<file path="config.mk">
export PLATFORM = sky130hd
export DESIGN_NAME = mux_port_arbiter_flat
export DESIGN_NICKNAME = d
export VERILOG_FILES = /design/src/rtl/arb_pkg.sv /design/src/rtl/mux_port_arbiter_if.sv /design/src/rtl/rr_pick.sv /design/src/rtl/mux_port_arbiter.sv /design/src/flat_wrapper.sv
export SDC_FILE = /design/constraint.sdc
export NUM_CORES = 1
export LEC_CHECK = 0
export BUFFER_PORTS_ARGS = -buffer_cell sky130_fd_sc_hd__buf_4
export CORE_AREA = 10 10 61 58
export CTS_BUF_LIST = sky130_fd_sc_hd__clkbuf_8
export DETAILED_ROUTE_END_ITERATION = 10
export DIE_AREA = 0 0 71 68
export PLACE_DENSITY = 0.9
export SLEW_MARGIN = 0
export SYNTH_ARGS = -nofsm -noshare
export SYNTH_HDL_FRONTEND = slang
export SYNTH_HIERARCHICAL = 1
export SYNTH_SLANG_ARGS = --single-unit
</file>
<file path="constraint.sdc">
create_clock -name clk -period 1.7 [get_ports clk]
set_input_delay 0.255 -clock clk [delete_from_list [all_inputs] [get_ports clk]]
set_output_delay 0.255 -clock clk [all_outputs]
set_load 0.005 [all_outputs]
</file>
<file path="src/rtl/arb_pkg.sv">
// Shared types and helpers for the round-robin port arbiter.
package arb_pkg;

  localparam int unsigned N_REQ = 4;
  localparam int unsigned SEL_W = 2;

  typedef enum logic [1:0] {
    IDLE  = 2'd0,
    ISSUE = 2'd1,
    WAIT  = 2'd2,
    RESP  = 2'd3
  } arb_state_e;

  // Requester index to one-hot strobe.
  function automatic logic [N_REQ-1:0] onehot(input logic [SEL_W-1:0] idx);
    onehot = N_REQ'(1) << idx;
  endfunction

endpackage

</file>
<file path="src/rtl/mux_port_arbiter_if.sv">
// Request/response bundle between the arbiter and the requesters/resource side.
interface mux_port_arbiter_if;
  import arb_pkg::*;

  logic [N_REQ-1:0] req;
  logic             res_done;
  logic [SEL_W-1:0] mux_sel;
  logic [SEL_W-1:0] demux_sel;
  logic [N_REQ-1:0] grant;
  logic             res_start;
  logic [N_REQ-1:0] resp_valid;
  logic             resp_err;
  logic             busy;

  // Requesters and resource side.
  modport master (
    output req, res_done,
    input  mux_sel, demux_sel, grant, res_start, resp_valid, resp_err, busy
  );

  // Arbiter side.
  modport slave (
    input  req, res_done,
    output mux_sel, demux_sel, grant, res_start, resp_valid, resp_err, busy
  );

endinterface

</file>
<file path="src/rtl/rr_pick.sv">
// Combinational round-robin pick: first set request after the last owner.
module rr_pick
  import arb_pkg::*;
(
  input  logic [N_REQ-1:0] req,
  input  logic [SEL_W-1:0] last,
  output logic             any,
  output logic [SEL_W-1:0] idx
);

  logic [SEL_W-1:0] cand;

  // Walk from the farthest offset down so the nearest candidate wins.
  always_comb begin
    any  = |req;
    idx  = last;
    cand = last;
    for (int i = N_REQ; i > 0; i--) begin
      cand = last + SEL_W'(i);
      if (req[cand]) begin
        idx = cand;
      end
    end
  end

endmodule

</file>
<file path="src/rtl/mux_port_arbiter.sv">
// Round-robin sequencer sharing one resource among four requesters, with timeout abort.
module mux_port_arbiter
  import arb_pkg::*;
#(
  parameter int unsigned TIMEOUT_CYCLES = 255,
  parameter int unsigned CNT_W          = 8
) (
  input  logic               clk,
  input  logic               reset_n,
  mux_port_arbiter_if.slave  arb
);

  localparam logic [CNT_W-1:0] CNT_LAST = CNT_W'(TIMEOUT_CYCLES - 1);
  localparam logic [CNT_W-1:0] CNT_MAX  = '1;

  arb_state_e       state_q, state_d;
  logic [SEL_W-1:0] last_q, last_d;
  logic [CNT_W-1:0] cnt_q, cnt_d;
  logic [SEL_W-1:0] mux_sel_q, mux_sel_d;
  logic [SEL_W-1:0] demux_sel_q, demux_sel_d;
  logic [N_REQ-1:0] grant_q, grant_d;
  logic             res_start_q, res_start_d;
  logic [N_REQ-1:0] resp_valid_q, resp_valid_d;
  logic             resp_err_q, resp_err_d;
  logic             busy_q, busy_d;

  logic             pick_any;
  logic [SEL_W-1:0] pick_idx;

  rr_pick u_pick (
    .req  (arb.req),
    .last (last_q),
    .any  (pick_any),
    .idx  (pick_idx)
  );

  // Next-state and registered-output logic.
  always_comb begin
    state_d      = state_q;
    last_d       = last_q;
    cnt_d        = cnt_q;
    mux_sel_d    = mux_sel_q;
    demux_sel_d  = demux_sel_q;
    grant_d      = grant_q;
    res_start_d  = 1'b0;
    resp_valid_d = '0;
    resp_err_d   = 1'b0;

    case (state_q)
      IDLE: begin
        if (pick_any) begin
          state_d     = ISSUE;
          last_d      = pick_idx;
          mux_sel_d   = pick_idx;
          demux_sel_d = pick_idx;
          grant_d     = onehot(pick_idx);
          res_start_d = 1'b1;
        end
      end
      ISSUE: begin
        cnt_d   = '0;
        state_d = WAIT;
      end
      WAIT: begin
        // A done arriving on the last timeout cycle still counts as success.
        if (arb.res_done) begin
          state_d      = RESP;
          resp_valid_d = onehot(demux_sel_q);
        end else if (cnt_q == CNT_LAST) begin
          state_d      = RESP;
          resp_valid_d = onehot(demux_sel_q);
          resp_err_d   = 1'b1;
        end else if (cnt_q != CNT_MAX) begin
          cnt_d = cnt_q + CNT_W'(1);
        end
      end
      RESP: begin
        state_d = IDLE;
        grant_d = '0;
      end
      default: begin
        state_d = IDLE;
        grant_d = '0;
      end
    endcase

    busy_d = (state_d != IDLE);
  end

  always_ff @(posedge clk or negedge reset_n) begin
    if (!reset_n) begin
      state_q      <= IDLE;
      last_q       <= SEL_W'(N_REQ - 1);
      cnt_q        <= '0;
      mux_sel_q    <= '0;
      demux_sel_q  <= '0;
      grant_q      <= '0;
      res_start_q  <= 1'b0;
      resp_valid_q <= '0;
      resp_err_q   <= 1'b0;
      busy_q       <= 1'b0;
    end else begin
      state_q      <= state_d;
      last_q       <= last_d;
      cnt_q        <= cnt_d;
      mux_sel_q    <= mux_sel_d;
      demux_sel_q  <= demux_sel_d;
      grant_q      <= grant_d;
      res_start_q  <= res_start_d;
      resp_valid_q <= resp_valid_d;
      resp_err_q   <= resp_err_d;
      busy_q       <= busy_d;
    end
  end

  assign arb.mux_sel    = mux_sel_q;
  assign arb.demux_sel  = demux_sel_q;
  assign arb.grant      = grant_q;
  assign arb.res_start  = res_start_q;
  assign arb.resp_valid = resp_valid_q;
  assign arb.resp_err   = resp_err_q;
  assign arb.busy       = busy_q;

endmodule

</file>
<file path="src/flat_wrapper.sv">
// flat-port wrapper written by rule: the top's interface ports become plain ports
module mux_port_arbiter_flat import arb_pkg::*;
#(
  parameter int unsigned TIMEOUT_CYCLES = 255,
  parameter int unsigned CNT_W          = 8
)
  (clk, reset_n, arb_req, arb_res_done, arb_mux_sel, arb_demux_sel, arb_grant, arb_res_start, arb_resp_valid, arb_resp_err, arb_busy);
  mux_port_arbiter_if arb_i ();
  input  logic clk;
  input  logic reset_n;
  input wire logic [$bits(arb_i.req)-1:0] arb_req;
  input wire logic [$bits(arb_i.res_done)-1:0] arb_res_done;
  output wire logic [$bits(arb_i.mux_sel)-1:0] arb_mux_sel;
  output wire logic [$bits(arb_i.demux_sel)-1:0] arb_demux_sel;
  output wire logic [$bits(arb_i.grant)-1:0] arb_grant;
  output wire logic [$bits(arb_i.res_start)-1:0] arb_res_start;
  output wire logic [$bits(arb_i.resp_valid)-1:0] arb_resp_valid;
  output wire logic [$bits(arb_i.resp_err)-1:0] arb_resp_err;
  output wire logic [$bits(arb_i.busy)-1:0] arb_busy;
  assign arb_i.req = arb_req;
  assign arb_i.res_done = arb_res_done;
  assign arb_mux_sel = arb_i.mux_sel;
  assign arb_demux_sel = arb_i.demux_sel;
  assign arb_grant = arb_i.grant;
  assign arb_res_start = arb_i.res_start;
  assign arb_resp_valid = arb_i.resp_valid;
  assign arb_resp_err = arb_i.resp_err;
  assign arb_busy = arb_i.busy;
  mux_port_arbiter #(.TIMEOUT_CYCLES(TIMEOUT_CYCLES), .CNT_W(CNT_W)) u_core (.clk(clk), .reset_n(reset_n), .arb(arb_i));
endmodule
</file>
==> metrics.cfg <==
[critical_path]
critPathMaxFanout = 4
crit_buf_inv = 1
worst_ep_required_time_ns = 1.85
arrival_ns = 1.77
crit_family = compound AO/OA/AOI/OAI gates
cpMaxStageDelayCell = dfrtp_1
end_kind = flip-flop
slowest_delay_ns = 0.42
worstSetupStartpointType = flip-flop
crit_chain = inv_1 -> ha_2 -> and3b_2 -> o2111ai_1 -> a221oi_1 -> a21oi_1
path_class = reg2reg

[power]
power_density_mw_per_mm2 = 1550
power_leakage_nw = 0.757
vdd_drop_max_mv = 0.989
p_total_mw = 2.40

[routing]
viasPerCell = 6.13
drtPass1Iterations = 6
topRoutingLayerUsed = met4
routed_wl_um = 2920
wire_per_inst_um = 16.2
m1WireLength_um = 1130
dr_wl_met3_um = 295
drt_iter0_markers = 80
ant_nets = 0
num_vias = 1104
drc = 0
route.met2.wl_um = 1390

[floorplan]
coreArea_mm2 = 0.00234
die_h_um = 68
rows = 17
initial_core_util_pct = 54.5
die_w_um = 71
dieArea_mm2 = 0.00483
ios = 22

[synth]
synth_top_area_share_pct = 45.1
synth_xor_area_share_pct = 0
synthSimpleGateAreaFrac_pct = 19.1
synth_area_mm2 = 0.00127
yosysTopAreaCell = dfrtp_1
yosys-mux-area-fraction_pct = 0.785
synth_compound_area_share_pct = 20.5
yosysMostFrequentCell = dfrtp_1
ys_ff_latch = 25
ys_top_cells_by_count = 23 x dfrtp_1, 15 x nand2_1, 10 x inv_1
syn_nets = 138
synthCells = 125
synth_ff_type = dfrtp_1
avgSynthCellArea_um2 = 10.2
yosysWarnings = 6
synth.distinct_cells = 38
synthTopCellsByArea = dfrtp_1 45%, ha_1 5.9%, nand2_1 4.4%
yosysSeqAreaShare_pct = 49.3
async_flop_share_pct = 100
synth_edf_count = 0
synth_top_family_by_area = compound AO/OA/AOI/OAI gates
synthAdderAreaFrac_pct = 5.89

[clocking]
clock_path_buffers = 2
clk_pin_slew_ns = 0.09
cts_buffers = 3
cts.sinks = 25
cts_tree = built
insertion_delay_ns = 0.26
clockRootBuffer = clkbuf_8
htreeDepth = 1

[layout]
nets = 166
drive_gt1_share_pct = 27.6
diodes = 0
final_cell_area_mm2 = 0.00155
syn_to_final_growth_pct = 21.3

[placement]
placed_cell_area_mm2 = 0.00146
gp_congestion = 0.997
dp_slack_ns = 0.0974
place.port_buffers = 21
hpwlAfterDp_um = 2130

[global_routing]
gr-total-overflow = 0
grtUsageTotal_pct = 12.1
antenna_found_initial = 0
grt_pass1_wl_um = 4800
grt_pass1_vias = 1012
grt_max_degree = 26

[sta]
tightest_slew_ns = 0.428
slew_viol_final = 0
min_period_ns = 1.62
slew_headroom_pct = 71.2
setup_viol = 0
grt_setup_unrepaired = no
finClkSkew_ns = 0.00278
post-route-period-util_pct = 95.2
hold_viol = 0
tns_ns = 0
fmaxAchievable_mhz = 618
fin_ws_ns = 0.0817

[hold_path]
hold_class = in2reg

[run_status]
outcome = completed

[job]
drv_cap = 0

==> metal layers <==
layer | track usage [%] | vias to the layer above
met2 | 22.1 | 65
met5 | 0 | -
met3 | 3.61 | 16
met4 | 4.59 | 0
met1 | 13.2 | 517
li1 | - | 506
==> worst register-to-register path: cells and delay by family (launching register included) <==
kind	cells	cell delay [ns]
AO/OA/AOI/OAI	3	0.52
adder cells (fa/ha/maj)	1	0.23
buffers and inverters	1	0.11
flip-flops	1	0.42
AND/OR/NAND/NOR	1	0.22
==> cell usage in the layout (no fill, tap or decap), types with 2 or more instances in the layout <==
| cell type | count |
|---|---|
| o211ai_1 | 3 |
| o41ai_1 | 2 |
| nand2b_1 | 3 |
| a21o_1 | 4 |
| ha_2 | 2 |
| and3_1 | 2 |
| nor3_1 | 3 |
| o21ai_0 | 6 |
| dfstp_2 | 2 |
| a31oi_1 | 4 |
| buf_4 | 25 |
| nor2_1 | 4 |
| clkbuf_8 | 3 |
| nand3_1 | 6 |
| inv_1 | 10 |
| and4_1 | 2 |
| nor3b_1 | 2 |
| dfrtp_1 | 23 |
| ha_1 | 4 |
| a21oi_1 | 6 |
| nand2_2 | 2 |
| nand2_1 | 14 |
==> area by class of cell <==
class	instances	area, µm²
Clock buffer	3	41.3
Clock inverter	1	5.00
Fill cell	172	793
Inverter	10	37.5
Multi-Input combinational cell	87	602
Sequential cell	25	628
Tap cell	28	35.0
Timing Repair Buffer	26	198
==> sequential cells by signal, summed over array words and instances, names as in the netlist <==
| signal | count |
|---|---|
| u_core/arb.resp_err | 1 |
| u_core/state_q | 2 |
| u_core/last_q | 2 |
| u_core/arb.res_start | 1 |
| u_core/arb.resp_valid | 4 |
| u_core/arb.demux_sel | 2 |
| u_core/arb.grant | 4 |
| u_core/cnt_q | 8 |
| u_core/arb.busy | 1 |
==> path summary, 6_finish.rpt <==
path	depth (start not counted)	end	startpoint	slack, ns
hold reg to reg	2	u_core/arb.grant[0]	u_core/arb.grant[0]	0.50
min in group asynchronous	2	u_core/state_q[1]	reset_n	0.42
setup reg to reg	6	u_core/cnt_q[4]	u_core/state_q[0]	0.08
hold / removal	2	u_core/arb.resp_err	arb_res_done	0.19
setup / recovery	6	u_core/cnt_q[4]	u_core/state_q[0]	0.08
max in group asynchronous	2	u_core/last_q[1]	reset_n	0.99
==> cell families after synthesis <==
kind of cell               count (synthesis)
DFF                                       25
and+or+nand+nor                           44
buffers and inverters                     13
muxes                                      1
adders and majority gates                  6
AOI/OAI and AO/OA                         36
==> timing repair <==
item / CTS / global route
endpoints found under the setup margin: 0 / 3
setup buffers: 0 / 2
hold buffers: 1 / 0
hold endpoints to repair: 23 / 0
resized for setup: 0 / 5
==> where the power goes <==
group / internal [mW] / switching [mW]
registers: 0.797 / 0.187
logic: 0.505 / 0.569
clock network: 0.164 / 0.182
total: 1.47 / 0.937
==> through the flow <==
stage                     hold WS (ns)  utilization (%)  cells
after global placement           0.168             62.6    173
after global routing             0.181             66.1    180
after detailed placement         0.172             62.6    173
after CTS                        0.180             65.0    178
after floorplan                -0.0406                -    125
final                            0.189             66.1    180
Power figures use the tool's default switching activity.
